File: src/rtl/ccff_loader_pkg.sv
// ---------------------------------------------------------------------------
// ccff_loader_pkg
// Shared types and size helpers for the configuration-chain bitstream loader.
//   state_e   : loader FSM states (IDLE / RUN / DONE)
//   mode_e    : pass type latched with start (LOAD / VERIFY)
//   cnt_w     : width of the bit/word counters for a given chain length
//   nwords    : host words needed to cover the chain
//   tail_bits : bits of the final word actually used (full word if exact fit)
// ---------------------------------------------------------------------------
package ccff_loader_pkg;

    typedef enum logic [1:0] {
        IDLE = 2'd0,
        RUN  = 2'd1,
        DONE = 2'd2
    } state_e;

    typedef enum logic {
        LOAD   = 1'b0,
        VERIFY = 1'b1
    } mode_e;

    // Wide enough to hold CHAIN_LEN itself so the counters never wrap in a pass.
    function automatic int cnt_w(input int chain_len);
        return $clog2(chain_len + 1);
    endfunction

    function automatic int nwords(input int chain_len, input int word_w);
        return (chain_len + word_w - 1) / word_w;
    endfunction

    function automatic int tail_bits(input int chain_len, input int word_w);
        return ((chain_len % word_w) == 0) ? word_w : (chain_len % word_w);
    endfunction

endpackage

File: src/rtl/ccff_chain_loader_if.sv
// ---------------------------------------------------------------------------
// ccff_chain_loader_if
// Host word stream into the loader (valid/ready handshake).
//   s_data  : bitstream word, bit0 shifted into the chain first
//   s_valid : s_data valid
//   s_ready : loader takes the word on a cycle with s_valid & s_ready
// Modports: master = programming host, slave = loader.
// ---------------------------------------------------------------------------
interface ccff_chain_loader_if #(
    parameter int WORD_W = 8
);
    logic [WORD_W-1:0] s_data;
    logic              s_valid;
    logic              s_ready;

    modport master (output s_data, output s_valid, input  s_ready);
    modport slave  (input  s_data, input  s_valid, output s_ready);
endinterface

File: src/rtl/ccff_word_serializer.sv
// ---------------------------------------------------------------------------
// ccff_word_serializer
// One-word skid buffer (holding reg) in front of a shift reg that feeds the
// chain one bit per shift. The final word of a pass is trimmed to TAIL_BITS.
//   clk, rst_n : clock, async active-low reset
//   clear      : drop both buffers (idle / abort)
//   load       : take load_data into the holding reg (only when hold_empty)
//   last       : load_data is the final word of the pass
//   shift      : consume the current bit this cycle
//   hold_empty : holding reg can take a word
//   bit_valid  : shift reg holds at least one unsent bit
//   bit_out    : current bit (LSB of shift reg)
// ---------------------------------------------------------------------------
module ccff_word_serializer #(
    parameter int WORD_W    = 8,
    parameter int TAIL_BITS = 8
) (
    input  logic              clk,
    input  logic              rst_n,
    input  logic              clear,
    input  logic              load,
    input  logic              last,
    input  logic [WORD_W-1:0] load_data,
    input  logic              shift,
    output logic              hold_empty,
    output logic              bit_valid,
    output logic              bit_out
);

    localparam int SB_W = $clog2(WORD_W + 1);
    localparam logic [SB_W-1:0]   FULL_BITS = SB_W'(WORD_W);
    localparam logic [SB_W-1:0]   TAIL_CNT  = SB_W'(TAIL_BITS);
    localparam logic [WORD_W-1:0] TAIL_MASK = {WORD_W{1'b1}} >> (WORD_W - TAIL_BITS);

    // A buffer is "full" when its remaining-bit count is non-zero.
    logic [WORD_W-1:0] hold_data, sh_data;
    logic [SB_W-1:0]   hold_bits, sh_bits;
    logic              shift_now, refill;

    // NOTE: every signal driven in always_comb gets a default first, so no
    // path leaves it unassigned and no latch is inferred.
    always_comb begin
        shift_now = 1'b0;
        refill    = 1'b0;
        shift_now = shift && (sh_bits != '0);
        // Refill in the same cycle the last bit leaves: no bubble between words.
        refill    = (hold_bits != '0) &&
                    ((sh_bits == '0) || (shift_now && (sh_bits == SB_W'(1))));
    end

    assign hold_empty = (hold_bits == '0);
    assign bit_valid  = (sh_bits != '0);
    assign bit_out    = sh_data[0];

    // NOTE: these are a handful of flops, not a memory array, so resetting the
    // data as well as the counts is cheap and keeps outputs deterministic.
    always_ff @(posedge clk or negedge rst_n) begin
        if (!rst_n) begin
            hold_data <= '0;
            hold_bits <= '0;
            sh_data   <= '0;
            sh_bits   <= '0;
        end else if (clear) begin
            hold_bits <= '0;
            sh_bits   <= '0;
        end else begin
            // load only happens with the holding reg empty, refill only with it
            // full, so the two never coincide.
            if (load) begin
                hold_data <= last ? (load_data & TAIL_MASK) : load_data;
                hold_bits <= last ? TAIL_CNT : FULL_BITS;
            end else if (refill) begin
                hold_bits <= '0;
            end

            if (refill) begin
                sh_data <= hold_data;
                sh_bits <= hold_bits;
            end else if (shift_now) begin
                sh_data <= sh_data >> 1;
                sh_bits <= sh_bits - 1'b1;
            end
        end
    end

endmodule

File: src/rtl/ccff_chain_loader.sv
// ---------------------------------------------------------------------------
// ccff_chain_loader
// Streams host words onto ccff_head of the tile configuration chain and gates
// the chain shift. A VERIFY pass re-streams the image and compares ccff_tail
// against it bit by bit; when the image matches, chain contents are unchanged.
//   prog_clk, pReset_n : programming clock (shared with chain), async reset
//   start, mode        : begin a pass (mode 0=LOAD, 1=VERIFY), ignored if busy
//   abort              : level, returns to IDLE on the next edge, no done
//   host               : word stream (slave modport)
//   ccff_head          : serial bit into the chain
//   ccff_shift_en      : chain captures ccff_head on this edge
//   ccff_tail          : serial bit out of the chain end
//   busy, done         : pass in progress / 1-cycle completion pulse
//   err_cnt            : saturating verify mismatch count
// ---------------------------------------------------------------------------
module ccff_chain_loader
    import ccff_loader_pkg::*;
#(
    parameter int CHAIN_LEN = 1024,
    parameter int WORD_W    = 8,
    parameter int ERR_W     = 16
) (
    input  logic                prog_clk,
    input  logic                pReset_n,
    input  logic                start,
    input  logic                mode,
    input  logic                abort,
    ccff_chain_loader_if.slave  host,
    output logic                ccff_head,
    output logic                ccff_shift_en,
    input  logic                ccff_tail,
    output logic                busy,
    output logic                done,
    output logic [ERR_W-1:0]    err_cnt
);

    localparam int CNT_W  = cnt_w(CHAIN_LEN);
    localparam int NWORDS = nwords(CHAIN_LEN, WORD_W);
    localparam logic [CNT_W-1:0] LAST_BIT  = CNT_W'(CHAIN_LEN - 1);
    localparam logic [CNT_W-1:0] LAST_WORD = CNT_W'(NWORDS - 1);
    localparam logic [CNT_W-1:0] WORD_LIM  = CNT_W'(NWORDS);
    localparam logic [ERR_W-1:0] ERR_MAX   = '1;

    state_e           state_q;
    mode_e            mode_q;
    logic [CNT_W-1:0] bit_cnt;
    logic [CNT_W-1:0] word_cnt;

    logic running;
    logic word_accept;
    logic hold_empty;
    logic bit_valid;
    logic head_bit;

    assign running       = (state_q == RUN);
    assign host.s_ready  = running && hold_empty && (word_cnt < WORD_LIM);
    assign word_accept   = host.s_valid && host.s_ready;
    assign ccff_shift_en = running && bit_valid;
    assign ccff_head     = ccff_shift_en ? head_bit : 1'b0;

    ccff_word_serializer #(
        .WORD_W    (WORD_W),
        .TAIL_BITS (tail_bits(CHAIN_LEN, WORD_W))
    ) u_ser (
        .clk        (prog_clk),
        .rst_n      (pReset_n),
        .clear      (!running || abort),
        .load       (word_accept),
        .last       (word_cnt == LAST_WORD),
        .load_data  (host.s_data),
        .shift      (ccff_shift_en),
        .hold_empty (hold_empty),
        .bit_valid  (bit_valid),
        .bit_out    (head_bit)
    );

    // NOTE: state is updated with non-blocking assignments so every flop
    // samples the pre-edge values, exactly like the chain flops themselves.
    always_ff @(posedge prog_clk or negedge pReset_n) begin
        if (!pReset_n) begin
            state_q  <= IDLE;
            mode_q   <= LOAD;
            bit_cnt  <= '0;
            word_cnt <= '0;
            err_cnt  <= '0;
            busy     <= 1'b0;
            done     <= 1'b0;
        end else begin
            done <= 1'b0;
            case (state_q)
                IDLE: begin
                    // abort takes priority over a coincident start.
                    if (start && !abort) begin
                        state_q  <= RUN;
                        mode_q   <= mode_e'(mode);
                        bit_cnt  <= '0;
                        word_cnt <= '0;
                        err_cnt  <= '0;
                        busy     <= 1'b1;
                    end
                end
                RUN: begin
                    // The edge that aborts still clocks the chain if shift_en
                    // was high, so that compare is counted too.
                    if (ccff_shift_en && (mode_q == VERIFY) &&
                        (ccff_tail != ccff_head) && (err_cnt != ERR_MAX)) begin
                        err_cnt <= err_cnt + 1'b1;
                    end
                    if (abort) begin
                        state_q <= IDLE;
                        busy    <= 1'b0;
                    end else begin
                        if (word_accept) begin
                            word_cnt <= word_cnt + 1'b1;
                        end
                        if (ccff_shift_en) begin
                            bit_cnt <= bit_cnt + 1'b1;
                            if (bit_cnt == LAST_BIT) begin
                                state_q <= DONE;
                                busy    <= 1'b0;
                                done    <= 1'b1;
                            end
                        end
                    end
                end
                DONE: begin
                    state_q <= IDLE;
                end
                default: begin
                    state_q <= IDLE;
                    busy    <= 1'b0;
                end
            endcase
        end
    end

endmodule

File: src/flat_wrapper.sv
// flat-port wrapper written by rule: the top's interface ports become plain ports
module ccff_chain_loader_flat import ccff_loader_pkg::*;
#(
    parameter int CHAIN_LEN = 1024,
    parameter int WORD_W    = 8,
    parameter int ERR_W     = 16
)
  (prog_clk, pReset_n, start, mode, abort, ccff_head, ccff_shift_en, ccff_tail, busy, done, err_cnt, host_s_data, host_s_valid, host_s_ready);
  ccff_chain_loader_if #(.WORD_W(WORD_W)) host_i ();
  input  logic prog_clk;
  input  logic pReset_n;
  input  logic start;
  input  logic mode;
  input  logic abort;
  output logic ccff_head;
  output logic ccff_shift_en;
  input  logic ccff_tail;
  output logic busy;
  output logic done;
  output logic [ERR_W-1:0] err_cnt;
  input wire logic [$bits(host_i.s_data)-1:0] host_s_data;
  input wire logic [$bits(host_i.s_valid)-1:0] host_s_valid;
  output wire logic [$bits(host_i.s_ready)-1:0] host_s_ready;
  assign host_i.s_data = host_s_data;
  assign host_i.s_valid = host_s_valid;
  assign host_s_ready = host_i.s_ready;
  ccff_chain_loader #(.CHAIN_LEN(CHAIN_LEN), .WORD_W(WORD_W), .ERR_W(ERR_W)) u_core (.prog_clk(prog_clk), .pReset_n(pReset_n), .start(start), .mode(mode), .abort(abort), .host(host_i), .ccff_head(ccff_head), .ccff_shift_en(ccff_shift_en), .ccff_tail(ccff_tail), .busy(busy), .done(done), .err_cnt(err_cnt));
endmodule
File: config.mk
export PLATFORM = sky130hd
export DESIGN_NAME = ccff_chain_loader_flat
export DESIGN_NICKNAME = d
export VERILOG_FILES = /design/src/rtl/ccff_loader_pkg.sv /design/src/rtl/ccff_chain_loader_if.sv /design/src/rtl/ccff_word_serializer.sv /design/src/rtl/ccff_chain_loader.sv /design/src/flat_wrapper.sv
export SDC_FILE = /design/constraint.sdc
export NUM_CORES = 1
export LEC_CHECK = 0
export ABC_AREA = 1
export BUFFER_PORTS_ARGS = -buffer_cell sky130_fd_sc_hd__buf_2
export CAP_MARGIN = 20
export CORE_MARGIN = 3
export CORE_UTILIZATION = 60
export CTS_CLUSTER_SIZE = 30
export DETAILED_ROUTE_END_ITERATION = 12
export PLACE_DENSITY = 0.83
export SLEW_MARGIN = 30
export SYNTH_ARGS = -nofsm -noshare
export SYNTH_HDL_FRONTEND = slang
export SYNTH_HIERARCHICAL = 1
export SYNTH_SLANG_ARGS = --single-unit
File: constraint.sdc
create_clock -name prog_clk -period 3.7 [get_ports prog_clk]
set_input_delay 0.185 -clock prog_clk [delete_from_list [all_inputs] [get_ports prog_clk]]
set_output_delay 0.185 -clock prog_clk [all_outputs]
set_load 0.05 [all_outputs]
# Yosys cells after proc, flatten, opt, wreduce, memory -nomap -nowiden
# Index checks and enable logic that the tools add are counted.
[classes]
n_addsub = 4
magnitude_cmp = 1
eq_ne = 13
muxes = 33
bitwise = 2
n_reduce_logical = 32
[ops]
columns = ["operator", "count"]
rows = [
  ["11-bit 2-to-1 mux", 5],
  ["11-bit one-hot mux with 2 select lines", 2],
  ["16-bit 2-to-1 mux", 2],
  ["16-bit one-hot mux with 2 select lines", 1],
  ["4-bit 2-to-1 mux", 6],
  ["11-bit by 1-bit adder with 11-bit output, second input constant", 2],
  ["16-bit by 1-bit adder with 16-bit output, second input constant", 1],
  ["8-bit 2-to-1 mux", 2],
  ["16-bit inequality test, second input constant", 1],
  ["4-bit AND reduction", 3],
  ["11-bit by 10-bit == test with 1-bit output, second input constant", 1],
  ["1-bit logical AND", 11],
  ["11-bit by 8-bit < comparator with 1-bit output, second input constant", 1],
  ["1-bit 2-to-1 mux", 9],
  ["4-bit zero test", 2],
  ["2-bit 2-to-1 mux", 4],
  ["4-bit nonzero test", 2],
  ["2-bit inequality test, second input constant", 3],
  ["2-bit AND reduction", 3],
  ["3-bit AND reduction", 2],
  ["3-bit nonzero test", 2],
  ["4-bit by 1-bit == test with 1-bit output, second input constant", 1],
  ["2-bit by 1-bit inequality test with 1-bit output, second input constant", 2],
  ["2-bit one-hot mux with 2 select lines", 1],
  ["12 further kinds", 16],
]
[word_totals]
reg_bits = 67
in_bits = 15
output_inout_bits = 21
elab_cells = 96

# Longest topological paths before layout
# Gate-level depths: netlist of the first run.
[depth]
word_depth = 9
mapped_depth = 13

# Hierarchy
# Netlist of the first run, hierarchy kept.
[by_module_without_submodules]
columns = ["module", "instances", "cells_each", "area_each_um2", "seq_area_each_um2"]
rows = [
  ["ccff_chain_loader", 1, 342, 2512.4, 1076.0],
  ["ccff_word_serializer", 1, 119, 1061.0, 525.5],
]

# Worst setup path before layout of the first run
# OpenSTA, ideal clock, no wires.
[synth_timing]
kind = "register to register"
start = "register u_core.u_ser.sh_bits[0]"
end = "register u_core.u_ser.sh_data[0]"
setup_ps = 116
arrival_ps = 2474
required_ps = 3584
path_slack_ps = 1110
path_stages_with_launch = 14
path_buffers = 1
synth_period_minus_slack_ps = 2590
path_cell_list = "dfrtp_1 -> inv_1 -> ha_1 -> nand2_1 -> inv_1 -> nor2_1 -> nand2_1 -> a21oi_4 -> nand2_4 -> buf_6 -> nand2_2 -> nand2_1 -> nand2_1 -> nand2_1"
[synth_between]
elab_chain_cells = 8
word_cells_on_any_way = 11
classes_between = "eq/ne (1); mux (1); reduce/logical (9)"
[synth_rtl]
columns = ["item", "line_no", "text"]
rows = [
  ["start, declared", "ccff_word_serializer.sv:37", "logic [SB_W-1:0] hold_bits, sh_bits;"],
  ["start signal, assigned", "ccff_word_serializer.sv:78", "sh_bits <= hold_bits;"],
  ["start signal, assigned", "ccff_word_serializer.sv:81", "sh_bits <= sh_bits - 1'b1;"],
  ["4-bit nonzero test *", "ccff_word_serializer.sv:52", "assign bit_valid = (sh_bits != '0);"],
  ["via u_core.bit_valid", "ccff_chain_loader.sv:52", "logic bit_valid;"],
  ["1-bit logical AND *", "ccff_chain_loader.sv:58", "assign ccff_shift_en = running && bit_valid;"],
  ["via ccff_shift_en", "flat_wrapper.sv:16", "output logic ccff_shift_en;"],
  ["1-bit logical AND *", "ccff_word_serializer.sv:45", "shift_now = shift && (sh_bits != '0);"],
  ["1-bit logical AND", "ccff_word_serializer.sv:48", "((sh_bits == '0) || (shift_now && (sh_bits == SB_W'(1))));"],
  ["1-bit logical OR", "ccff_word_serializer.sv:48", ""],
  ["1-bit logical AND", "ccff_word_serializer.sv:47", "refill = (hold_bits != '0) &&"],
  ["2-bit nonzero test (no source line)", "n/a", ""],
  ["2-bit AND reduction (no source line)", "n/a", ""],
  ["end signal, assigned", "ccff_word_serializer.sv:77", "sh_data <= hold_data;"],
  ["end signal, assigned", "ccff_word_serializer.sv:80", "sh_data <= sh_data >> 1;"],
  ["end, declared", "ccff_word_serializer.sv:36", "logic [WORD_W-1:0] hold_data, sh_data;"],
]
# The timed path passes the listed nets; every way through them passes the cells marked *.
# A chain may end at the register's enable or synchronous reset.

# Final worst setup path of the first run
[layout_timing]
start = "register u_core.u_ser.sh_bits[0]"
end = "register u_core.bit_cnt[10]"
[layout_between]
elab_chain_cells = 4
[layout_rtl]
columns = ["item", "line_no", "text"]
rows = [
  ["4-bit nonzero test", "ccff_word_serializer.sv:52", ""],
  ["via u_core.bit_valid", "ccff_chain_loader.sv:52", ""],
  ["1-bit logical AND", "ccff_chain_loader.sv:58", ""],
  ["2-bit by 1-bit inequality test with 1-bit output (no source line)", "n/a", ""],
  ["4-bit AND reduction (no source line)", "n/a", ""],
  ["end signal, assigned", "ccff_chain_loader.sv:117", "bit_cnt <= bit_cnt + 1'b1;"],
  ["end, declared", "ccff_chain_loader.sv:46", "logic [CNT_W-1:0] bit_cnt;"],
]
# The timed path passes the listed nets, and every way through them passes these cells.

==> metrics.cfg, run 1 <==
[placed_design]
port_buffers=35
hpwl_um=5320
postPlaceCellArea_mm2=0.00377
gp_congestion=0.871
place_inst=559

[pwr]
power.density_mw_per_mm2=378
leakagePower_nw=2.06
vdd_drop_max_v=0.000340

[sta]
fin_hold_ws_ns=0.0778
fmax_ghz=0.458
rsz0062_at_grt=false
finalSetupViolations=0
relSlewSlack=0.649
tns_ns=0
finClkSkew_ns=0.00580
drv_slew=0
final.period_utilization=0.591
tightest_slew_ns=0.526
fin_crit_ns=2.18
hold_viol_final=0

[critical_path]
path_max_fanout=14
critPathTopFamily=simple AND/OR/NAND/NOR gates
crit_path_cell_trace=inv_1 > ha_1 > nand2_1 > inv_1 > nor2_1 > nand2_1 > nand2_1 > inv_1 > o21ai_0 > o21ai_0
cp_slowest_cell=dfrtp_1
cp_data_arrival_time_ns=2.40
end_kind=flip-flop
worstSetupPathType=flip-flop to flip-flop
required_ns=3.92
max_stage_delay_ns=0.37
start_kind=flip-flop
path_buf_inv=3

[die]
die_w_um=83.1
initial_core_util=0.632
coreArea_mm2=0.00564
num_rows=27
die_h_um=83.1
die_area_mm2=0.00691
io_pins=36

[clock_tree]
cts_resized=0
cts_tree=yes
clk_pin_slew_ns=0.07
cts_sinks=64
cts_buffer_depth=2
h-tree-depth=3
root_buffer=clkbuf_8
clock_latency_ns=0.34
ctsHoldBuffers=0
postCtsSetupRepairBufs=0
cts_buffers=9

[finish]
final_common_cell=nand2_1
area_growth_pct=11.4
fillers=455
finalCoreUtilization=0.705
final_cell_mix=141 x nand2_1, 64 x dfrtp_1, 53 x nand3_1, 42 x inv_1, 39 x nor2_1
antenna_cells=0
drive_gt1_frac=0.175
fin_area_mm2=0.00398
finalNonFillerCells=576
layout.nets=520

[route]
dr.first_iter.drc_count=242
drc_errors=0
first_pass_iters=4
vias=3139
wl_per_cell_um=13.0
ant_nets=0
vias_per_cell=5.45
drt-total-wl_um=7500

[global_routing]
overflow=0
track_usage=0.230
antenna_found_initial=0
grt_pass1_wl_um=13100
grt_pass1_vias=2894
grt_max_degree=44

[flow_run]
maxCapViolations=0

[logic_synthesis]
synthCells=460
syn-cell-area_mm2=0.00357
syn_nets=481
syn_avg_cell_area_um2=7.75
yosys_warnings=6

[run_status]
status=completed

[hold_path]
worstHoldPathType=input pin to flip-flop

==> per-layer routing <==
metal / wire [um] / vias up / track usage
met3: 378 / 8 / 0.0556
met5: 0 / - / 0
met1: 3460 / 1486 / 0.302
li1: - / 1571 / -
met4: 86 / 0 / 0.0743
met2: 3580 / 74 / 0.375
==> final cells by class <==
class | instances | area (um2) | area share
Clock inverter | 4 | 27.5 | 0.00692
Inverter | 47 | 179 | 0.0450
Sequential cell | 64 | 1600 | 0.403
Multi-Input combinational cell | 338 | 1700 | 0.428
Tap cell | 72 | 90.1 | 0.0227
Clock buffer | 12 | 165 | 0.0415
Timing Repair Buffer | 39 | 210 | 0.0529
==> through the flow <==
| step | setup WS, ns | power (mW) |
|---|---|---|
| finish | 1.52 | 1.50 |
| global route | 1.27 | 1.57 |
| CTS | 1.55 | 1.51 |
| detailed placement | 1.56 | 0.945 |
| global placement | 1.69 | 0.938 |
| floorplan | 1.11 | 0.891 |
==> state kept, by name, indices dropped and copies added, names as in the netlist <==
register	cells
u_core/state_q	2
u_core/u_ser/hold_bits	1
u_core/err_cnt	16
u_core/word_cnt	11
u_core/u_ser/sh_bits	4
u_core/done	1
u_core/u_ser/hold_data	8
u_core/busy	1
u_core/u_ser/sh_data	8
u_core/mode_q	1
u_core/bit_cnt	11
==> path summary, 6_finish.rpt <==
kind / start / endpoint / slack, ns / depth (start not counted)
setup / recovery: u_core/u_ser/sh_bits[0]$_DFFE_PN0P_ / u_core/bit_cnt[10]$_DFFE_PN0P_ / 1.52 / 10
hold / removal: host_s_data[5] / u_core/u_ser/hold_data[5]$_DFFE_PN0P_ / 0.08 / 2
setup reg to reg: u_core/u_ser/sh_bits[0]$_DFFE_PN0P_ / u_core/bit_cnt[10]$_DFFE_PN0P_ / 1.52 / 10
hold reg to reg: u_core/u_ser/sh_data[6]$_DFFE_PN0P_ / u_core/u_ser/sh_data[6]$_DFFE_PN0P_ / 0.49 / 2
max in group asynchronous: pReset_n / u_core/err_cnt[2]$_DFFE_PN0P_ / 2.63 / 3
min in group asynchronous: pReset_n / u_core/bit_cnt[7]$_DFFE_PN0P_ / 0.37 / 2
==> power by group <==
| group | internal (mW) | switching [mW] | leakage [nW] |
|---|---|---|---|
| Sequential | 0.747 | 0.0353 | 0.878 |
| Clock | 0.297 | 0.275 | 0.0906 |
| Combinational | 0.0551 | 0.0943 | 1.09 |
| Total | 1.10 | 0.405 | 2.06 |
Power figures use the tool's default switching activity.
==> run 2, diff against run 1 <==
CORE_UTILIZATION = 59   (was 60)
PLACE_DENSITY = 0.82   (was 0.83)
clock period = 2.02 ns   (was 3.7 ns; I/O delays follow)
==> run 2 against run 1 <==
Net effect:
- sequential share of layout area decreased by 1.3 points
- final cell count increased by 2.8%
- non-clock buffer count increased by 17
- count of clock-buffer cells in the layout decreased by 1
- sequential power increased by 82%
- largest cell class unchanged
- global-route usage increased by 0.77 points
- first-iteration DRC count decreased by 19%
- clock power increased by 60%
==> metrics.cfg, run 2 (synthesized netlist as in run 1, its figures left out) <==
[run_status]
status=completed

[global_routing]
grt_pass1_vias=3114
grt_pass1_wl_um=13700
track_usage=0.238
overflow=0
grt_max_degree=42
antenna_found_initial=0

[sta]
hold_viol_final=0
fin_crit_ns=1.82
relSlewSlack=0.618
tightest_slew_ns=0.573
finClkSkew_ns=0.00748
tns_ns=0
fin_hold_ws_ns=0.131
drv_slew=0
rsz0062_at_grt=false
finalSetupViolations=0
fmax_ghz=0.548
fin_ws_ns=0.196
final.period_utilization=0.903

[finish]
seqCellArea_mm2=0.00160
final_common_cell=nand2_1
largest_reg_flops=16
area_growth_pct=15.2
multi_input_area_mm2=0.00171
top_regs=u_core/err_cnt (16), u_core/bit_cnt (11), u_core/word_cnt (11)
drive_gt1_frac=0.187
antenna_cells=0
fin_area_mm2=0.00411
top_register=u_core/err_cnt
final_cell_mix=139 x nand2_1, 64 x dfrtp_1, 53 x nand3_1, 41 x inv_1, 38 x nor2_1
fillers=452
layout.nets=537

[critical_path]
crit_top_cell=nand2_1
timing.rr.start=u_core/state_q[1]$_DFFE_PN0P_
cp_slowest_cell=dfrtp_1
end_kind=flip-flop
worstSetupPathType=flip-flop to flip-flop
start_kind=flip-flop
r2r_slack_ns=0.20
max_stage_delay_ns=0.40
crit_path_cell_trace=inv_1 > nand2_1 > nor4_1 > nand2_1 > mux2_2
path_max_fanout=9
cp-startpoint=u_core/state_q[1]$_DFFE_PN0P_
required_ns=2.25
cp_data_arrival_time_ns=2.06

[clock_tree]
cts_sinks=64
cts_buffers=9
root_buffer=clkbuf_8
clk_pin_slew_ns=0.06
cts_tree=yes
cts_resized=0
h-tree-depth=3
clock_latency_ns=0.35
cts_buffer_depth=2

[route]
drt-total-wl_um=7700
dr.first_iter.drc_count=196
wl_per_cell_um=13.0
vias=3212
vias_per_cell=5.43
first_pass_iters=6
drc_errors=0
ant_nets=0

[die]
die_area_mm2=0.00701
die_h_um=83.8
io_pins=36
initial_core_util=0.629
die_w_um=83.8
num_rows=27
coreArea_mm2=0.00568

[pwr]
leakagePower_nw=2.13
power.density_mw_per_mm2=643
vdd_drop_max_v=0.000549

[placed_design]
gp_congestion=0.843
port_buffers=35
postPlaceCellArea_mm2=0.00385
pre_cts_ws_ns=0.238
hpwl_um=5280

[hold_path]
hold_path.startpoint=abort
worstHoldPathType=input pin to flip-flop

[flow_run]
maxCapViolations=0

## run 2: routing by layer
layer  global-route usage  wire length (um)  up-vias
li1                     -                 -     1605
met1                0.305              3390     1494
met2                0.380              3700       95
met3               0.0681               464       18
met4               0.0936               141        0
met5                    0                 0        -
## run 2: repair_timing
action                                  CTS  global route
setup buffers                             0             0
endpoints found under the setup margin    0             0
endpoints found under the hold margin    32             0
hold buffers                             10             0
## run 2: through the flow
step                utilization  instances  power [mW]
finish                    0.724        592        2.64
global route              0.724        592        2.78
CTS                       0.724        592        2.67
detailed placement        0.679        567        1.74
global placement          0.679        567        1.72
floorplan                     -        460        1.63
## run 2: final cells by class
type	instances	share of cell area
timing repair buffer	56	0.0901
inverter	47	0.0435
tap	72	0.0219
sequential	64	0.390
multi-input combinational	338	0.417
clock inverter	4	0.00548
clock buffer	11	0.0320
## run 2: worst paths after layout
path                                                    endpoint  depth (start not counted)
setup / recovery           u_core/u_ser/hold_data[1]$_DFFE_PN0P_                          5
hold / removal                     u_core/state_q[0]$_DFFE_PN0P_                          4
setup reg to reg           u_core/u_ser/hold_data[1]$_DFFE_PN0P_                          5
hold reg to reg                          u_core/busy$_DFFE_PN0P_                          2
max in group asynchronous          u_core/err_cnt[2]$_DFFE_PN0P_                          3
min in group asynchronous         u_core/word_cnt[6]$_DFFE_PN0P_                          2
## run 2: worst max-delay path: cells and delay by family (launching register included)
kind          cells  cell delay [ns]
buf+inv           1             0.08
flops             1             0.40
mux               1             0.37
simple gates      3             0.86
## run 2: report_power, final
group          internal, mW  switching (mW)
Clock                 0.432           0.482
Sequential             1.37          0.0557
Combinational         0.122           0.182
==> run 3, diff against run 2 <==
BUFFER_PORTS_ARGS = default   (was -buffer_cell sky130_fd_sc_hd__buf_2)
CORE_UTILIZATION = 60   (was 59)
CTS_CLUSTER_DIAMETER = 30   (was default)
DONT_BUFFER_PORTS = 1   (was default)
PLACE_DENSITY = 0.78   (was 0.82)
==> run 3 against run 2 <==
Net effect:
- design area rose by 1.9%
- sequential power about the same
- total power rose by 7.0%
- wire length rose by 7.8%
- final cell count shrank 1.5%
- worst setup slack got worse by 0.074 ns
- flip-flop and latch count stayed put
- core utilization increased by 1.8 points
- register-to-register slack lost 0.07 ns
- die area is 1.5% lower
==> metrics.cfg, run 3 (synthesized netlist as in run 1, its figures left out) <==
[finish]
finalNonFillerCells=583
multi_input_area_mm2=0.00174
largest_reg_flops=16
drive_gt1_frac=0.180
fillers=432
final_cell_mix=139 x nand2_1, 64 x dfrtp_1, 53 x nand3_1, 41 x inv_1, 37 x nor2_1
antenna_cells=0
top_register=u_core/err_cnt
seqCellArea_mm2=0.00160
final_common_cell=nand2_1
top_regs=u_core/err_cnt (16), u_core/bit_cnt (11), u_core/word_cnt (11)
area_growth_pct=17.3
layout.nets=527

[sta]
fin_hold_ws_ns=0.0282
hold_viol_final=0
relSlewSlack=0.649
final.period_utilization=0.940
fin_ws_ns=0.122
finClkSkew_ns=0.00498
drv_slew=0
tns_ns=0
fin_crit_ns=1.90
fmax_ghz=0.527
tightest_slew_ns=0.526
finalSetupViolations=0

[global_routing]
grt_pass1_wl_um=14300
overflow=0
antenna_found_initial=0
grt_max_degree=65
track_usage=0.250
grt_pass1_vias=3195

[pwr]
power.density_mw_per_mm2=675
vdd_drop_max_v=0.000550
power.total_mw=2.83
leakagePower_nw=2.11

[critical_path]
max_stage_delay_ns=0.40
cp_data_arrival_time_ns=2.10
endpoint=u_core/err_cnt[0]$_DFFE_PN0P_
end_kind=flip-flop
path_buf_inv=2
rr_endpoint=u_core/err_cnt[0]$_DFFE_PN0P_
critPathTopFamily=simple AND/OR/NAND/NOR gates
r2r_slack_ns=0.12
required_ns=2.22
crit_path_cell_trace=inv_2 > ha_1 > nand2_2 > buf_4 > nand3_1 > nor2_2 > o21ai_4 > nand2_2 > mux2i_1
timing.rr.start=u_core/u_ser/sh_bits[0]$_DFFE_PN0P_
worst-path-stages=9
worstSetupPathType=flip-flop to flip-flop
path_max_fanout=11
cp_slowest_cell=dfrtp_1
crit_top_cell=nand2_2
cp-startpoint=u_core/u_ser/sh_bits[0]$_DFFE_PN0P_
start_kind=flip-flop
r2r_cells=9

[route]
wl_per_cell_um=14.2
vias=3248
dr.first_iter.drc_count=167
first_pass_iters=4
drc_errors=0
ant_nets=0
drt-total-wl_um=8300
vias_per_cell=5.57

[clock_tree]
cts_buffers=9
cts_sinks=64
clk_pin_slew_ns=0.08
clock_latency_ns=0.34
cts_buffer_depth=2
root_buffer=clkbuf_8
h-tree-depth=3
cts_tree=yes

[run_status]
status=completed

[placed_design]
gp_congestion=0.802
hpwl_um=5630
pre_cts_ws_ns=-0.155
place_inst=551
port_buffers=0

[die]
initial_core_util=0.632
num_rows=27
io_pins=36
coreArea_mm2=0.00564
die_area_mm2=0.00691
die_h_um=83.1
die_w_um=83.1

[flow_run]
maxCapViolations=0

[hold_path]
worstHoldPathType=input pin to flip-flop

-- run 3: per-layer routing --
metal / vias to the layer above / track usage / wire length [um]
li1: 1591 / - / -
met1: 1558 / 0.318 / 3520
met2: 79 / 0.418 / 4170
met3: 20 / 0.0496 / 408
met4: 0 / 0.103 / 197
met5: - / 0 / 0
-- run 3: how the worst min path moves through the flow --
stage,endpoint,cells after the start,from,slack (ns)
floorplan,u_core/bit_cnt[0]$_DFFE_PN0P_,0,pReset_n,-0.19
global placement,u_core/word_cnt[6]$_DFFE_PN0P_,0,pReset_n,-0.19
detailed placement,u_core/word_cnt[6]$_DFFE_PN0P_,0,pReset_n,-0.19
CTS,u_core/busy$_DFFE_PN0P_,2,start,0.02
global route,u_core/busy$_DFFE_PN0P_,2,start,0.04
finish,u_core/busy$_DFFE_PN0P_,2,start,0.03
-- run 3: metrics by stage --
| stage | utilization | instance area (um2) |
|---|---|---|
| 6_report | 0.742 | 4190 |
| 5_1_grt | 0.742 | 4190 |
| 4_1_cts | 0.735 | 4150 |
| 3_5_place_dp | 0.676 | 3810 |
| 3_3_place_gp | 0.676 | 3810 |
| 2_1_floorplan | - | 3580 |
-- run 3: worst reg2reg max path, stage by stage (launching register included) --
cell	delay (ns)
dfrtp_1	0.40
inv_2	0.08
ha_1	0.23
nand2_2	0.09
buf_4	0.12
nand3_1	0.09
nor2_2	0.24
o21ai_4	0.19
nand2_2	0.21
mux2i_1	0.10
-- run 3: power breakdown --
part | switching [mW] | internal (mW) | total, mW | leakage [nW]
Combinational | 0.164 | 0.116 | 0.279 | 1.14
Clock | 0.533 | 0.569 | 1.10 | 0.0916
Sequential | 0.0772 | 1.37 | 1.44 | 0.878
Total | 0.774 | 2.05 | 2.83 | 2.11
-- run 3: layout make-up --
cell class              instances  area share
inverters                      47      0.0428
multi-input cells             340       0.417
clock buffers                   9      0.0296
flip-flops and latches         64       0.383
well taps                      72      0.0215
clock inverters                 7      0.0170
repair buffers                 44      0.0897
-- run 3: repair_timing --
action	in CTS	in global routing
resized for setup	1	1
setup endpoints to repair	9	13
buffers inserted	0	3
pin swaps	0	5
hold endpoints to repair	73	0
cloned	0	2
hold buffers	11	0
